### config.mk
export PLATFORM = sky130hd
export DESIGN_NAME = switch_out_arbiter_flat
export DESIGN_NICKNAME = d
export VERILOG_FILES = /design/src/rtl/switch_arb_pkg.sv /design/src/rtl/switch_out_arbiter_if.sv /design/src/rtl/switch_out_arbiter_rr_picker.sv /design/src/rtl/switch_out_arbiter.sv /design/src/flat_wrapper.sv
export SDC_FILE = /design/constraint.sdc
export NUM_CORES = 1
export LEC_CHECK = 0
export BUFFER_PORTS_ARGS = -buffer_cell sky130_fd_sc_hd__buf_2
export CORE_UTILIZATION = 35
export DETAILED_ROUTE_END_ITERATION = 10
export GPL_ROUTABILITY_DRIVEN = 0
export PLACE_DENSITY = 0.56
export SLEW_MARGIN = 20
export SYNTH_ARGS = -nofsm -noshare
export SYNTH_HDL_FRONTEND = slang
export SYNTH_SLANG_ARGS = --single-unit
export TNS_END_PERCENT = 20
### constraint.sdc
create_clock -name clock -period 2.7 [get_ports clock]
set_input_delay 0.27 -clock clock [delete_from_list [all_inputs] [get_ports clock]]
set_output_delay 0.27 -clock clock [all_outputs]
set_load 0.05 [all_outputs]
### src/rtl/switch_arb_pkg.sv
// rtl/switch_arb_pkg.sv - shared types and constants for the switch output arbiter
package switch_arb_pkg;

    typedef enum logic {
        IDLE   = 1'b0,
        LOCKED = 1'b1
    } arb_state_t;

    localparam int N_IN_DEFAULT = 4;
    localparam int N_IN_MAX     = 8;
    localparam int WDOG_W       = 8;

    // Port index following idx, wrapping modulo n.
    function automatic int next_port(input int idx, input int n);
        return (idx + 1 >= n) ? 0 : idx + 1;
    endfunction

endpackage

### src/rtl/switch_out_arbiter_if.sv
// rtl/switch_out_arbiter_if.sv - request/select bundle between switch inputs and the output arbiter
interface switch_out_arbiter_if #(
    parameter int N_IN = 4
) ();

    logic [N_IN-1:0] req_in;
    logic [N_IN-1:0] tail_in;
    logic            out_stall;
    logic [N_IN-1:0] mux_sel;
    logic            out_valid;
    logic [N_IN-1:0] grant_out;
    logic            wdog_err;

    modport master (
        output req_in,
        output tail_in,
        output out_stall,
        input  mux_sel,
        input  out_valid,
        input  grant_out,
        input  wdog_err
    );

    modport slave (
        input  req_in,
        input  tail_in,
        input  out_stall,
        output mux_sel,
        output out_valid,
        output grant_out,
        output wdog_err
    );

endinterface

### src/rtl/switch_out_arbiter_rr_picker.sv
// rtl/switch_out_arbiter_rr_picker.sv - combinational round-robin picker (rr_picker)
module rr_picker #(
    parameter int N_IN = 4,
    parameter int PW   = $clog2(N_IN)
) (
    input  logic [N_IN-1:0] req,
    input  logic [PW-1:0]   rr_ptr,
    output logic [N_IN-1:0] winner,
    output logic            any_valid
);

    // First requester found scanning upward from rr_ptr, wrapping at N_IN.
    always_comb begin
        winner = '0;
        for (int k = 0; k < N_IN; k++) begin
            int j;
            j = int'(rr_ptr) + k;
            if (j >= N_IN) begin
                j = j - N_IN;
            end
            if (req[j] && (winner == '0)) begin
                winner[j] = 1'b1;
            end
        end
    end

    assign any_valid = |req;

endmodule

### src/rtl/switch_out_arbiter.sv
// rtl/switch_out_arbiter.sv - packet-locking round-robin output arbiter; SWITCH_ARB_WATCHDOG_EN adds stuck-owner watchdog
module switch_out_arbiter
    import switch_arb_pkg::*;
#(
    parameter int N_IN        = N_IN_DEFAULT,
    parameter int WDOG_CYCLES = 255
) (
    input  logic                 clock,
    input  logic                 reset,
    switch_out_arbiter_if.slave  bus
);

    localparam int PW = $clog2(N_IN);

    if (N_IN < 2 || N_IN > N_IN_MAX) begin : g_bad_n_in
        $error("switch_out_arbiter: N_IN out of range");
    end
    if (WDOG_CYCLES < 1 || WDOG_CYCLES > 255) begin : g_bad_wdog
        $error("switch_out_arbiter: WDOG_CYCLES out of range");
    end

    arb_state_t      state_q, state_d;
    logic [PW-1:0]   owner_q, owner_d;
    logic [PW-1:0]   rr_ptr_q, rr_ptr_d;
    logic [PW-1:0]   rr_after_owner;

    logic [N_IN-1:0] win_oh;
    logic            win_any;
    logic [PW-1:0]   win_idx;

    logic            owner_req;
    logic            owner_tail;
    logic            owner_grant;
    logic            wdog_fire;

    logic [N_IN-1:0] mux_sel;
    logic [N_IN-1:0] grant_out;
    logic            out_valid;
    logic            wdog_err;

    rr_picker #(
        .N_IN (N_IN),
        .PW   (PW)
    ) u_rr_picker (
        .req       (bus.req_in),
        .rr_ptr    (rr_ptr_q),
        .winner    (win_oh),
        .any_valid (win_any)
    );

    // One-hot winner to binary index for the owner register.
    always_comb begin
        win_idx = '0;
        for (int i = 0; i < N_IN; i++) begin
            if (win_oh[i]) begin
                win_idx = PW'(i);
            end
        end
    end

    assign owner_req      = bus.req_in[owner_q];
    assign owner_tail     = bus.tail_in[owner_q];
    assign rr_after_owner = PW'(next_port(int'(owner_q), N_IN));

    // Arbitration state, owner and round-robin pointer registers.
    always_ff @(posedge clock) begin
        if (reset) begin
            state_q  <= IDLE;
            owner_q  <= '0;
            rr_ptr_q <= '0;
        end else begin
            state_q  <= state_d;
            owner_q  <= owner_d;
            rr_ptr_q <= rr_ptr_d;
        end
    end

    // Next-state and crossbar outputs; the lock is released only by a granted tail or the watchdog.
    always_comb begin
        state_d     = state_q;
        owner_d     = owner_q;
        rr_ptr_d    = rr_ptr_q;
        mux_sel     = '0;
        grant_out   = '0;
        out_valid   = 1'b0;
        owner_grant = 1'b0;
        case (state_q)
            IDLE: begin
                if (win_any) begin
                    state_d = LOCKED;
                    owner_d = win_idx;
                end
            end
            LOCKED: begin
                mux_sel[owner_q]   = 1'b1;
                out_valid          = owner_req;
                owner_grant        = owner_req & ~bus.out_stall;
                grant_out[owner_q] = owner_grant;
                if ((owner_grant && owner_tail) || wdog_fire) begin
                    state_d  = IDLE;
                    rr_ptr_d = rr_after_owner;
                end
            end
            default: begin
                state_d = IDLE;
            end
        endcase
    end

`ifdef SWITCH_ARB_WATCHDOG_EN
    logic [WDOG_W-1:0] wdog_cnt_q;
    logic [WDOG_W-1:0] wdog_cnt_d;
    logic              wdog_starved;

    assign wdog_starved = (state_q == LOCKED) && !owner_req;
    assign wdog_fire    = wdog_starved && (wdog_cnt_q == WDOG_W'(WDOG_CYCLES - 1));
    assign wdog_cnt_d   = (wdog_starved && !wdog_fire) ? wdog_cnt_q + 1'b1 : '0;

    // Count consecutive owner bubbles; the pulse lands in the first cycle after the forced release.
    always_ff @(posedge clock) begin
        if (reset) begin
            wdog_cnt_q <= '0;
            wdog_err   <= 1'b0;
        end else begin
            wdog_cnt_q <= wdog_cnt_d;
            wdog_err   <= wdog_fire;
        end
    end
`else
    assign wdog_fire = 1'b0;
    assign wdog_err  = 1'b0;
`endif

    assign bus.mux_sel   = mux_sel;
    assign bus.grant_out = grant_out;
    assign bus.out_valid = out_valid;
    assign bus.wdog_err  = wdog_err;

endmodule

### src/flat_wrapper.sv
// flat-port wrapper written by rule: the top's interface ports become plain ports
module switch_out_arbiter_flat import switch_arb_pkg::*;
#(
    parameter int N_IN        = N_IN_DEFAULT,
    parameter int WDOG_CYCLES = 255
)
  (clock, reset, bus_req_in, bus_tail_in, bus_out_stall, bus_mux_sel, bus_out_valid, bus_grant_out, bus_wdog_err);
  switch_out_arbiter_if #(.N_IN(N_IN)) bus_i ();
  input  logic clock;
  input  logic reset;
  input wire logic [$bits(bus_i.req_in)-1:0] bus_req_in;
  input wire logic [$bits(bus_i.tail_in)-1:0] bus_tail_in;
  input wire logic [$bits(bus_i.out_stall)-1:0] bus_out_stall;
  output wire logic [$bits(bus_i.mux_sel)-1:0] bus_mux_sel;
  output wire logic [$bits(bus_i.out_valid)-1:0] bus_out_valid;
  output wire logic [$bits(bus_i.grant_out)-1:0] bus_grant_out;
  output wire logic [$bits(bus_i.wdog_err)-1:0] bus_wdog_err;
  assign bus_i.req_in = bus_req_in;
  assign bus_i.tail_in = bus_tail_in;
  assign bus_i.out_stall = bus_out_stall;
  assign bus_mux_sel = bus_i.mux_sel;
  assign bus_out_valid = bus_i.out_valid;
  assign bus_grant_out = bus_i.grant_out;
  assign bus_wdog_err = bus_i.wdog_err;
  switch_out_arbiter #(.N_IN(N_IN), .WDOG_CYCLES(WDOG_CYCLES)) u_core (.clock(clock), .reset(reset), .bus(bus_i));
endmodule
### Yosys cells after proc, flatten, opt, wreduce, memory -nomap -nowiden

Cells that the tools add are included.

* flip-flop bits (word level): 5
* latch bits: 0
* memory bits (writable): 0
* ROM bits: 0
* input port bits: 11
* word-level logic and storage cells: 92
* memories kept: 0

* $add $sub $neg: 8
* multiply operators: 0
* div/mod/pow operators: 0
* magnitude comparators: 15
* equality and inequality tests: 0
* shift operators: 0
* muxes and demuxes: 44
* bitwise logic cells: 7
* reductions and logical operators: 15

Operators by type and width (number)
* 32-bit by 1-bit >= comparator with 1-bit output (second input constant): 4
* 32-bit by 4-bit less-than comparator with 1-bit output (second input constant): 4
* 32-bit 2-to-1 mux: 4
* 4-bit 2-to-1 mux: 6
* 1-bit 2-to-1 mux: 19
* 1-bit binary-select mux with 2-bit select: 6
* 3-bit >= comparator (second input constant): 4
* 4-bit logical NOT: 3
* 4-bit bitwise OR: 3
* 3-bit by 3-bit subtractor with 4-bit output (second input constant): 3
* 1-bit demux with 2-bit select: 5
* 1-bit logical AND: 9
* 2-bit by 1-bit adder with 3-bit output (second input constant): 2
* 2-bit by 2-bit adder with 3-bit output (second input constant): 2
* 2-bit 2-to-1 mux: 3
* 4-bit AND: 1
* 2-bit AND reduction: 2
* 4-bit OR reduction: 1
* 2-bit by 3-bit subtractor with 4-bit output (second input constant): 1
* 2-bit by 3-bit >= comparator with 1-bit output (second input constant): 1
* 2-bit by 3-bit less-than comparator with 1-bit output (second input constant): 1
* 2-bit by 1-bit >= comparator with 1-bit output (second input constant): 1
* 1-bit NOT: 2
* 1-bit one-hot mux with 2 select lines: 1
* 1-bit AND: 1

### Logic depth before layout (Yosys ltp)

Gate-level depths: netlist (run 1).

* word-level depth: 19
* mapped depth: 8

### Modules after synthesis

A second synthesis (run 1) with hierarchy kept.

* cell total of the unflattened synthesis: 111
* area total of the unflattened synthesis: 953.4 um^2

By module, submodules not included
* rr_picker: times used 1, cells an instance 59, area each 493.0 um^2, seq. area each 0.0 um^2
* switch_out_arbiter: times used 1, cells an instance 52, area each 460.4 um^2, seq. area each 100.1 um^2

### Worst setup path before layout (run 1)

No wires, ideal clock.

* path type: register to register
* start point: register u_core.rr_ptr_q[0]
* end point: register u_core.owner_q[0]
* data arrival time: 2.104 ns
* data required time: 2.625 ns
* slack: 0.521 ns
* cell stages (with the launch flop): 9
* buffers on the path: 1
* period minus slack after synthesis: 2.179 ns
* cells stage by stage: dfxtp_1 > buf_6 > inv_1 > ha_1 > mux4_1 > nand2_1 > mux2i_1 > a311o_2 > o22ai_1

* cells in the longest elaborated chain, start to end: 19
* elaborated cells between the ends (all ways): 63
* those cells by class: add/sub (7); order compare (12); mux (31); bitwise (3); reduce/logical (10)

Ends and longest elaborated chain
* start, declared: RTL line switch_out_arbiter.sv:24 `logic [PW-1:0] rr_ptr_q, rr_ptr_d;`
* start signal, assigned: RTL line switch_out_arbiter.sv:74 `rr_ptr_q <= rr_ptr_d;`
* branches (longest 15 deep; another with 32-bit by 1-bit >= comparator with 1-bit output)
* 4-bit 2-to-1 mux (*): RTL line switch_out_arbiter_rr_picker.sv:21 `if (req[j] && (winner == '0)) begin`
* 1-bit 2-to-1 mux: RTL line switch_out_arbiter.sv:55 `if (win_oh[i]) begin`
* 2-bit 2-to-1 mux: RTL line switch_out_arbiter.sv:55
* 2-bit 2-to-1 mux (*): RTL line switch_out_arbiter.sv:55
* end signal, assigned: RTL line switch_out_arbiter.sv:73 `owner_q <= owner_d;`
* end, declared: RTL line switch_out_arbiter.sv:23 `logic [PW-1:0] owner_q, owner_d;`

Every way passes the cells marked *. The select of a mux whose other input is x is not followed.
A chain may end at the register's enable or synchronous reset.

### Worst setup path in the final report (run 1)

* start point: register u_core.rr_ptr_q[1]
* end point: register u_core.owner_q[0]

The elaborated chain is that of the path after synthesis.

==> results of run 1 <==
[layout by cell type (no fill, tap or decap)]
master,instances
mux2_2,1
a221oi_1,1
clkbuf_4,3
and2_1,10
nor2_1,3
o31ai_2,1
buf_4,1
o21bai_1,1
nor4_1,1
mux4_1,1
a31oi_1,2
mux2i_1,6
clkbuf_1,1
or3_1,1
nor3b_4,1
a21boi_0,1
or4_1,1
mux4_2,4
a211oi_2,1
a311o_2,1
dfxtp_1,5
a211o_2,1
a22o_2,1
ha_1,12
o31a_1,1
o22ai_1,1
a21o_2,1
inv_1,7
a32o_1,1
nand2_1,5
a21oi_1,2
o31ai_1,1
conb_1,1
buf_2,19
[layer usage]
| layer | vias to the layer above | GRT usage [%] | wire [µm] |
|---|---|---|---|
| met4 | 0 | 5.88 | 10 |
| li1 | 336 | - | - |
| met5 | - | 0 | 0 |
| met1 | 336 | 18.9 | 801 |
| met3 | 2 | 2.52 | 54 |
| met2 | 11 | 28.5 | 820 |
[stage by stage]
stage          power (mW)  hold slack, ps
5_1_grt             0.381             266
6_report            0.355             253
3_5_place_dp        0.268             504
2_1_floorplan       0.228             335
4_1_cts             0.361             244
3_3_place_gp        0.267             507
[state kept, by name, summed over array words and instances (netlist names)]
register and count:
u_core.owner_q 2, u_core.rr_ptr_q 2, u_core.state_q 1
[final cells by class]
type / instances / area [µm²]
repair buffers: 20 / 103
flip-flops and latches: 5 / 100
fillers: 211 / 1100
inverters: 7 / 26.3
well taps: 27 / 33.8
clock buffers: 4 / 26.3
multi-input cells: 64 / 617
[power by group through the flow]
stage	Sequential, mW	Combinational, mW	Clock (mW)
floorplan	0.0924	0.135	0
global placement	0.0962	0.171	0
detailed placement	0.0960	0.172	0
CTS	0.0945	0.174	0.0935
global route	0.0964	0.189	0.0954
finish	0.0942	0.173	0.0878
[path summary, 6_finish.rpt]
kind | start | endpoint | slack (ps) | cells after the start
worst min register to register | u_core.owner_q[1]$_SDFFE_PP0P_ | u_core.owner_q[1]$_SDFFE_PP0P_ | 620 | 2
worst min-delay path | reset | u_core.owner_q[1]$_SDFFE_PP0P_ | 250 | 2
worst max-delay path | u_core.rr_ptr_q[1]$_SDFFE_PP0P_ | u_core.owner_q[0]$_SDFFE_PP0P_ | 380 | 7
worst max register to register | u_core.rr_ptr_q[1]$_SDFFE_PP0P_ | u_core.owner_q[0]$_SDFFE_PP0P_ | 380 | 7
[kinds of logic after synthesis]
group / synth area share (%)
other cells: 0.492
simple gates: 17.2
compound gates: 18.9
flops: 13.1
buf+inv: 5.91
fa+ha+maj: 19.7
mux: 24.6
==> metrics, run 1 <==
outcome=complete, no violations; placed inst area=880 µm²; flops & latches, synth=5; sequential share of power=26.6%; Die Wd=~49 µm; most numerous cell in the Yosys netlist=ha_1; first-pass GRT wire length=2990 µm; initial antenna violation count=0; global route total overflow=0; cts hold-fix bufs=0; Clock transition at path regs=50 ps; Clk network pwr share=roughly 25%; Non-Filler Instances=127; Setup crit start kind=flip-flop; DR vias=around 700; post-synth top area share=about a fifth; power per cell area=391 nW/µm²; Final #Nets=124; I/O Pins=21; Pleak=0.422 nW; combinational group share of total power=48.7%; final setup violation count=0; Core ar.=2000 µm²; hold crit path type=in -> reg; total CTS buffers=3; maxcap violations=0; Largest delay share family, worst path=multiplexers; Post-synth top cells=ha_1 (12), and2_1 (10), inv_1 (7); DRT antenna net count=0; clk root buf=clkbuf_4; largest net degree at the start of global routing=11; asr flop ratio synth=0%; die footprint=2370 µm²; Worst slew margin=between 60% and 70%; Area Growth Syn to Fin=18.9%; synth unique cells=32; CTS sink cnt=5; dpl hpwl=1390 µm; Critical-path top delay cell=mux4_1; Worst Path Buf+Inv=1; post_cts resized=0; WP data arrival=2490 ps; total track usage=15.9%; crit-path cells=inv_1, ha_1, mux4_1, nand2_1, mux2i_1, a311o_2, o22ai_1; worst skew pair latency=240 ps; Die H=48.7 µm; Finished Cell Area=between 900 and 1000 µm²; Core Util, Final=45.3%; First-pass DRT Iterations=4; Worst Tran Pin Value=519 ps; fin crit share=86.0%; Fin. Hold Viols=0; layout cell share with drive strength beyond 1=35.0%; CTS tree=yes; Worst Slack Setup Final=between 300 and 400 ps; CP endpoint kind=flip-flop; Synthesis Warnings=0; Bufs on Longest Clock Path=2; postcts setup bufs=0; Routed WL=roughly 1700 µm; Initial Util=38.1%; CP Data Required Time=2870 ps; Setup TNS Final=0 ps; Sw Ratio=41.0%; antenna cells=0; Mapped Cells=78; wire per inst=13.3 µm; RSZ-0062 raised after global routing=no; dpl ws=about 400 ps; # rows=16; Fmax=0.431 GHz; vias in the first global route=just over 700; post-synth net total=101; via/cell ratio=5.39; internal power=0.209 mW; Slew Viols, Final=0; DRC violations left=0; most area-consuming cells after synthesis=ha_1 (20%), dfxtp_1 (13%), mux4_2 (12%); leading area contributor after synthesis=ha_1; H-tree depth=1; Mapped Area=762 µm²; Clock Skew=5.37 ps; Port Buf Inserts=19; Syn Area/Cell=9.77 µm²; Post-synth EDFFs=0; crit path time final=2320 ps; NetSw=0.145 mW; maximum VDD drop=between 0.2 and 0.25 mV; CP Class=reg -> reg; sequential cell area fraction in the yosys report=13.1%; Post-Place Cells=123; initial drt markers=11; CP max FO=8; Most used DFF post-synth=dfxtp_1; CP peak stage delay=between 600 and 700 ps
No activity file was read; power rests on OpenSTA's default activity.
==> run 2, diff against run 1 <==
Settings changed: CORE_UTILIZATION 35 to 50, PLACE_DENSITY 0.56 to 0.76, RECOVER_POWER from default to 100.
==> run 2 against run 1 <==
Clock skew decreased by 1.3 ps. Utilization increased by 19 points. Final cell count decreased by 9.4%. Critical path type unchanged. Largest power group unchanged.
==> metrics, run 2 (synthesized netlist as in run 1, its figures left out) <==
Setup crit start kind=flip-flop; die footprint=1680 µm² (-29%); fin crit share=85.0% (-0.99 points); Slew Viols, Final=0 (unchanged); First-pass DRT Iterations=4 (unchanged); global route total overflow=0 (unchanged); Core ar.=1370 µm² (-32%); via/cell ratio=5.85 (+8.5%); Routed WL=1570 µm (-7.0%); cts hold-fix bufs=0 (unchanged); Setup TNS Final=0 ps (unchanged); R2R depth=7 (unchanged); DRC violations left=0 (unchanged); largest net degree at the start of global routing=11 (unchanged); layout cell share with drive strength beyond 1=29.0% (-6.0 points); worst reg2reg endpoint=u_core.owner_q[0]$_SDFFE_PP0P_; maxcap violations=0 (unchanged); Area Growth Syn to Fin=14.6%; Sw Ratio=41.4% (+0.46 points); # rows=13 (-3); hold crit path type=in -> reg; CP Class=reg -> reg; wire per inst=13.6 µm (+2.7%); sequential share of power=26.9% (+0.3 points); vias in the first global route=553 (-23%); CP endpoint kind=flip-flop; Fmax=0.436 GHz (+1.2%); Hold Slack=260 ps (+6.95 ps); Port Buf Inserts=19 (unchanged); combinational group share of total power=47.4% (-1.3 points); Top Registers=u_core.owner_q: 2 flops, u_core.rr_ptr_q: 2 flops, u_core.state_q: 1 flops; DRT antenna net count=0 (unchanged); Die Wd=41.0 µm (-16%); power per cell area=401 nW/µm² (+2.5%); Fin. Hold Viols=0 (unchanged); H-tree depth=1 (unchanged); met1 global-route usage=28.1% (+9.2 points); Clk network pwr share=25.7% (+0.9 points); WP data arrival=2460 ps (-30 ps); DR vias=673 (-1.8%); FF-to-FF Start=u_core.rr_ptr_q[1]$_SDFFE_PP0P_; origin of the worst setup path=u_core.rr_ptr_q[1]$_SDFFE_PP0P_; antenna cells=0 (unchanged); initial drt markers=14 (+3); Clock Skew=4.07 ps (-1.30 ps); Die H=41.0 µm (-16%); Clock transition at path regs=50 ps (about the same); postcts setup bufs=0 (unchanged); NetSw=0.145 mW (about the same); GR Layer Usage met2=35.2% (+6.7 points); commonest non-fill, non-tap cell in the layout=ha_1; most used routing layer=met2; Worst Slack Setup Final=405 ps (+26.8 ps); dpl hpwl=1300 µm (-6.5%); RSZ-0062 raised after global routing=no; worst skew pair latency=250 ps (about the same); crit path capture=u_core.owner_q[0]$_SDFFE_PP0P_; outcome=complete, no violations; Worst slew margin=58.6% (-6.5 points); Worst Tran Pin Value=615 ps (+96.0 ps); I/O Pins=21 (unchanged); CTS tree=yes; Bufs on Longest Clock Path=2 (unchanged); CTS sink cnt=5 (unchanged); Pleak=0.394 nW (-6.6%); Final #Nets=124 (unchanged); first-pass GRT wire length=2320 µm (-22%); total CTS buffers=3 (unchanged); commonest non-fill, non-tap cells in the layout=ha_1 (12), buf_2 (11), and2_1 (9), inv_1 (7); clk root buf=clkbuf_4; final setup violation count=0 (unchanged); Initial Util=55.8% (+18 points); R2R setup slack=410 ps (+30 ps); CP Data Required Time=2870 ps (about the same); initial antenna violation count=0 (unchanged); CP max FO=8 (unchanged); post_cts resized=0 (unchanged); crit path time final=2290 ps (-26.8 ps); dpl ws=423 ps (+21.1 ps); total track usage=21.4% (+5.5 points); internal power=0.205 mW (-1.9%); met3 GRT Util=4.89% (+2.4 points); maximum VDD drop=0.304 mV (+28%)
run 2: cell types whose count changed in the layout (fill, tap and decap cells not counted), sizes merged:
cell | previous run | this run
buf | 20 | 12
clkbuf | 4 | 12
run 2: worst min-delay path by stage:
stage                from                               to  depth (start not counted)
floorplan           reset   u_core.owner_q[1]$_SDFFE_PP0P_                          1
global placement    reset   u_core.owner_q[1]$_SDFFE_PP0P_                          2
detailed placement  reset   u_core.owner_q[1]$_SDFFE_PP0P_                          2
CTS                 reset   u_core.owner_q[1]$_SDFFE_PP0P_                          2
global route        reset  u_core.rr_ptr_q[0]$_SDFFE_PP0P_                          2
finish              reset   u_core.owner_q[1]$_SDFFE_PP0P_                          2
run 2: routing by layer:
layer | vias up | part of all wire (%)
met4 | 0 | 0.26
li1 | 334 | -
met1 | 319 | 47
met2 | 18 | 49
met5 | - | 0
met3 | 2 | 4.4
run 2: worst max-delay path: stages, from the launching register on:
cell and delay, ps:
dfxtp_1 480, inv_1 150, ha_1 340, mux4_1 590
nand2_1 90, mux2i_1 80, a311o_2 380, o22ai_1 100
run 2: stage by stage:
stage          instance area (µm²)  cells  utilization, %  power (mW)
3_5_place_dp                   865    111            63.3       0.266
6_report                       873    115            63.9       0.350
3_3_place_gp                   865    111            63.3       0.263
5_1_grt                        873    115            63.9       0.374
4_1_cts                        891    115            65.2       0.357
2_1_floorplan                  762     78               -       0.228
run 2: power by group through the flow:
stage | clock network, mW | logic, mW | registers, mW
finish | 0.0902 | 0.166 | 0.0942
CTS | 0.0911 | 0.171 | 0.0943
detailed placement | 0 | 0.170 | 0.0955
global placement | 0 | 0.167 | 0.0963
floorplan | 0 | 0.135 | 0.0924
global route | 0.0980 | 0.179 | 0.0964
run 2: cell type report:
cell class              instances  area, µm²
multi-input cells              64        606
repair buffers                 20       96.3
clock buffers                   4       26.3
flip-flops and latches          5        100
well taps                      15       18.8
fillers                       127        493
inverters                       7       26.3
==> run 3, diff against run 2 <==
Clock period 2.7 ns to 2.2 ns, I/O delays scaled along.
==> run 3 against run 2 <==
Combinational power rose by 37%. Fmax up 12%. Clock-buffer cell count did not move. Critical endpoint unchanged. Utilization increased by 1.8 points. Sequential power up 16%. Critical path depth unchanged. Global-route usage rose by 2.2 points. Highest routed layer is now met3. Largest power group unchanged. Total power increased by 27%. Die area unchanged. Sequential share of layout area is 0.32 points lower. Wire length grew 8.9%.
==> metrics, run 3 (synthesized netlist as in run 1, its figures left out) <==
Hold Startpoint=reset; Bufs on Longest Clock Path=2 (unchanged); Worst Tran Pin Value=654 ps (+38.9 ps); vias in the first global route=598 (+8.1%); WP data arrival=2220 ps (-240 ps); Setup crit start kind=flip-flop; hold crit path type=in -> reg; Worst Path Buf+Inv=1 (unchanged); Slew Viols, Final=0 (unchanged); CTS sink cnt=5 (unchanged); Fmax=0.489 GHz (+12%); Worst slew margin=56.0% (-2.6 points); crit-path cells=inv_1, ha_1, mux4_2, nand2_1, mux2i_1, a311o_2, o22ai_1; maximum VDD drop=0.364 mV (+20%); outcome=complete, no violations; CTS tree=yes; number of fill cells=119 (-6.3%); Fin. Hold Viols=0 (unchanged); CP peak stage delay=540 ps (-50 ps); H-tree depth=1 (unchanged); CP max FO=4 (-4); Area Growth Syn to Fin=17.9%; worst skew pair latency=250 ps (about the same); initial antenna violation count=0 (unchanged); Initial Util=55.8% (unchanged); Worst Slack Setup Final=154 ps (-252 ps); fin crit share=93.0% (+8.0 points); Top Registers=u_core.owner_q: 2 flops, u_core.rr_ptr_q: 2 flops, u_core.state_q: 1 flops; Setup TNS Final=0 ps (unchanged); CP Class=reg -> reg; crit path time final=2050 ps (-248 ps); Pleak=0.410 nW (+4.1%); Die Wd=41.0 µm (unchanged); First-pass DRT Iterations=4 (unchanged); layout cell share with drive strength beyond 1=32.0% (+3.0 points); DRT antenna net count=0 (unchanged); first-pass GRT wire length=2530 µm (+9.2%); final setup violation count=0 (unchanged); FF-to-FF Start=u_core.rr_ptr_q[1]$_SDFFE_PP0P_; I/O Pins=21 (unchanged); Core ar.=1370 µm² (unchanged); origin of the worst setup path=u_core.rr_ptr_q[1]$_SDFFE_PP0P_; global route total overflow=0 (unchanged); maxcap violations=0 (unchanged); Largest delay share family, worst path=multiplexers; largest net degree at the start of global routing=11 (unchanged); # rows=13 (unchanged); Die H=41.0 µm (unchanged); Critical-path top delay cell=mux4_2; commonest non-fill, non-tap cells in the layout=ha_1 (12), and2_1 (10), buf_2 (10), inv_1 (7); Final #Nets=127 (+2.4%); CP Data Required Time=2370 ps (-500 ps); Clock transition at path regs=50 ps (about the same); cts hold-fix bufs=0 (unchanged); wire per inst=14.5 µm (+6.1%); total CTS buffers=3 (unchanged); commonest non-fill, non-tap cell in the layout=ha_1; dpl hpwl=1440 µm (+11%); power per cell area=494 nW/µm² (+23%); DR vias=672 (-0.15%); dpl ws=70.5 ps (-352 ps); clk root buf=clkbuf_4; die footprint=1680 µm² (unchanged); antenna cells=0 (unchanged); Port Buf Inserts=19 (unchanged); postcts setup bufs=0 (unchanged); CP endpoint kind=flip-flop; RSZ-0062 raised after global routing=no; via/cell ratio=5.69 (-2.7%); total track usage=23.6% (+2.2 points); Routed WL=1710 µm (+8.9%); initial drt markers=6 (-8); Clock Skew=6.44 ps (+2.37 ps); DRC violations left=0 (unchanged)
run 3: area by class of cell:
class,instances,area [µm²],share of cell area (%)
repair buffers,23,119,13.2
well taps,15,18.8,2.09
multi-input cells,64,608,67.7
inverters,7,26.3,2.92
clock buffers,4,26.3,2.92
flip-flops and latches,5,100,11.1
run 3: path summary, 6_finish.rpt:
kind | depth (start not counted) | to | slack [ps]
worst max register to register | 7 | u_core.owner_q[0]$_SDFFE_PP0P_ | 150
worst min register to register | 3 | u_core.rr_ptr_q[0]$_SDFFE_PP0P_ | 640
worst max-delay path | 7 | u_core.owner_q[0]$_SDFFE_PP0P_ | 150
worst min-delay path | 2 | u_core.owner_q[1]$_SDFFE_PP0P_ | 220
run 3: power by group:
group	switching, mW	internal [mW]	total (mW)
clock network	0.0386	0.0686	0.107
registers	0.00904	0.0995	0.109
logic	0.135	0.0933	0.228
total	0.182	0.261	0.444
run 3: stage by stage:
| step | std cells | hold WS [ps] | utilization [%] | total power [mW] | cell area [µm²] |
|---|---|---|---|---|---|
| finish | 118 | 215 | 65.8 | 0.444 | 898 |
| global route | 118 | 209 | 65.8 | 0.476 | 898 |
| detailed placement | 114 | 460 | 64.9 | 0.340 | 887 |
| global placement | 114 | 450 | 64.9 | 0.331 | 887 |
| floorplan | 78 | 285 | - | 0.279 | 762 |
| CTS | 118 | 200 | 66.8 | 0.451 | 913 |
run 3: what timing repair did:
item                                    in CTS  in global routing
endpoints found under the setup margin       0                  1
endpoints found under the hold margin        0                  0
gates resized for setup                      0                  1
run 3: metal layers:
metal | wire length [µm] | up-vias | GRT usage [%]
li1 | - | 340 | -
met1 | 815 | 309 | 28.6
met2 | 811 | 23 | 41.0
met3 | 79 | 0 | 6.52
met4 | 0 | 0 | 5.00
met5 | 0 | - | 0
run 3: worst reg2reg max path: stages (launching register included):
cell and delay [ps]:
dfxtp_1 320, inv_1 90, ha_1 330, mux4_2 540
nand2_1 100, mux2i_1 90, a311o_2 410, o22ai_1 110
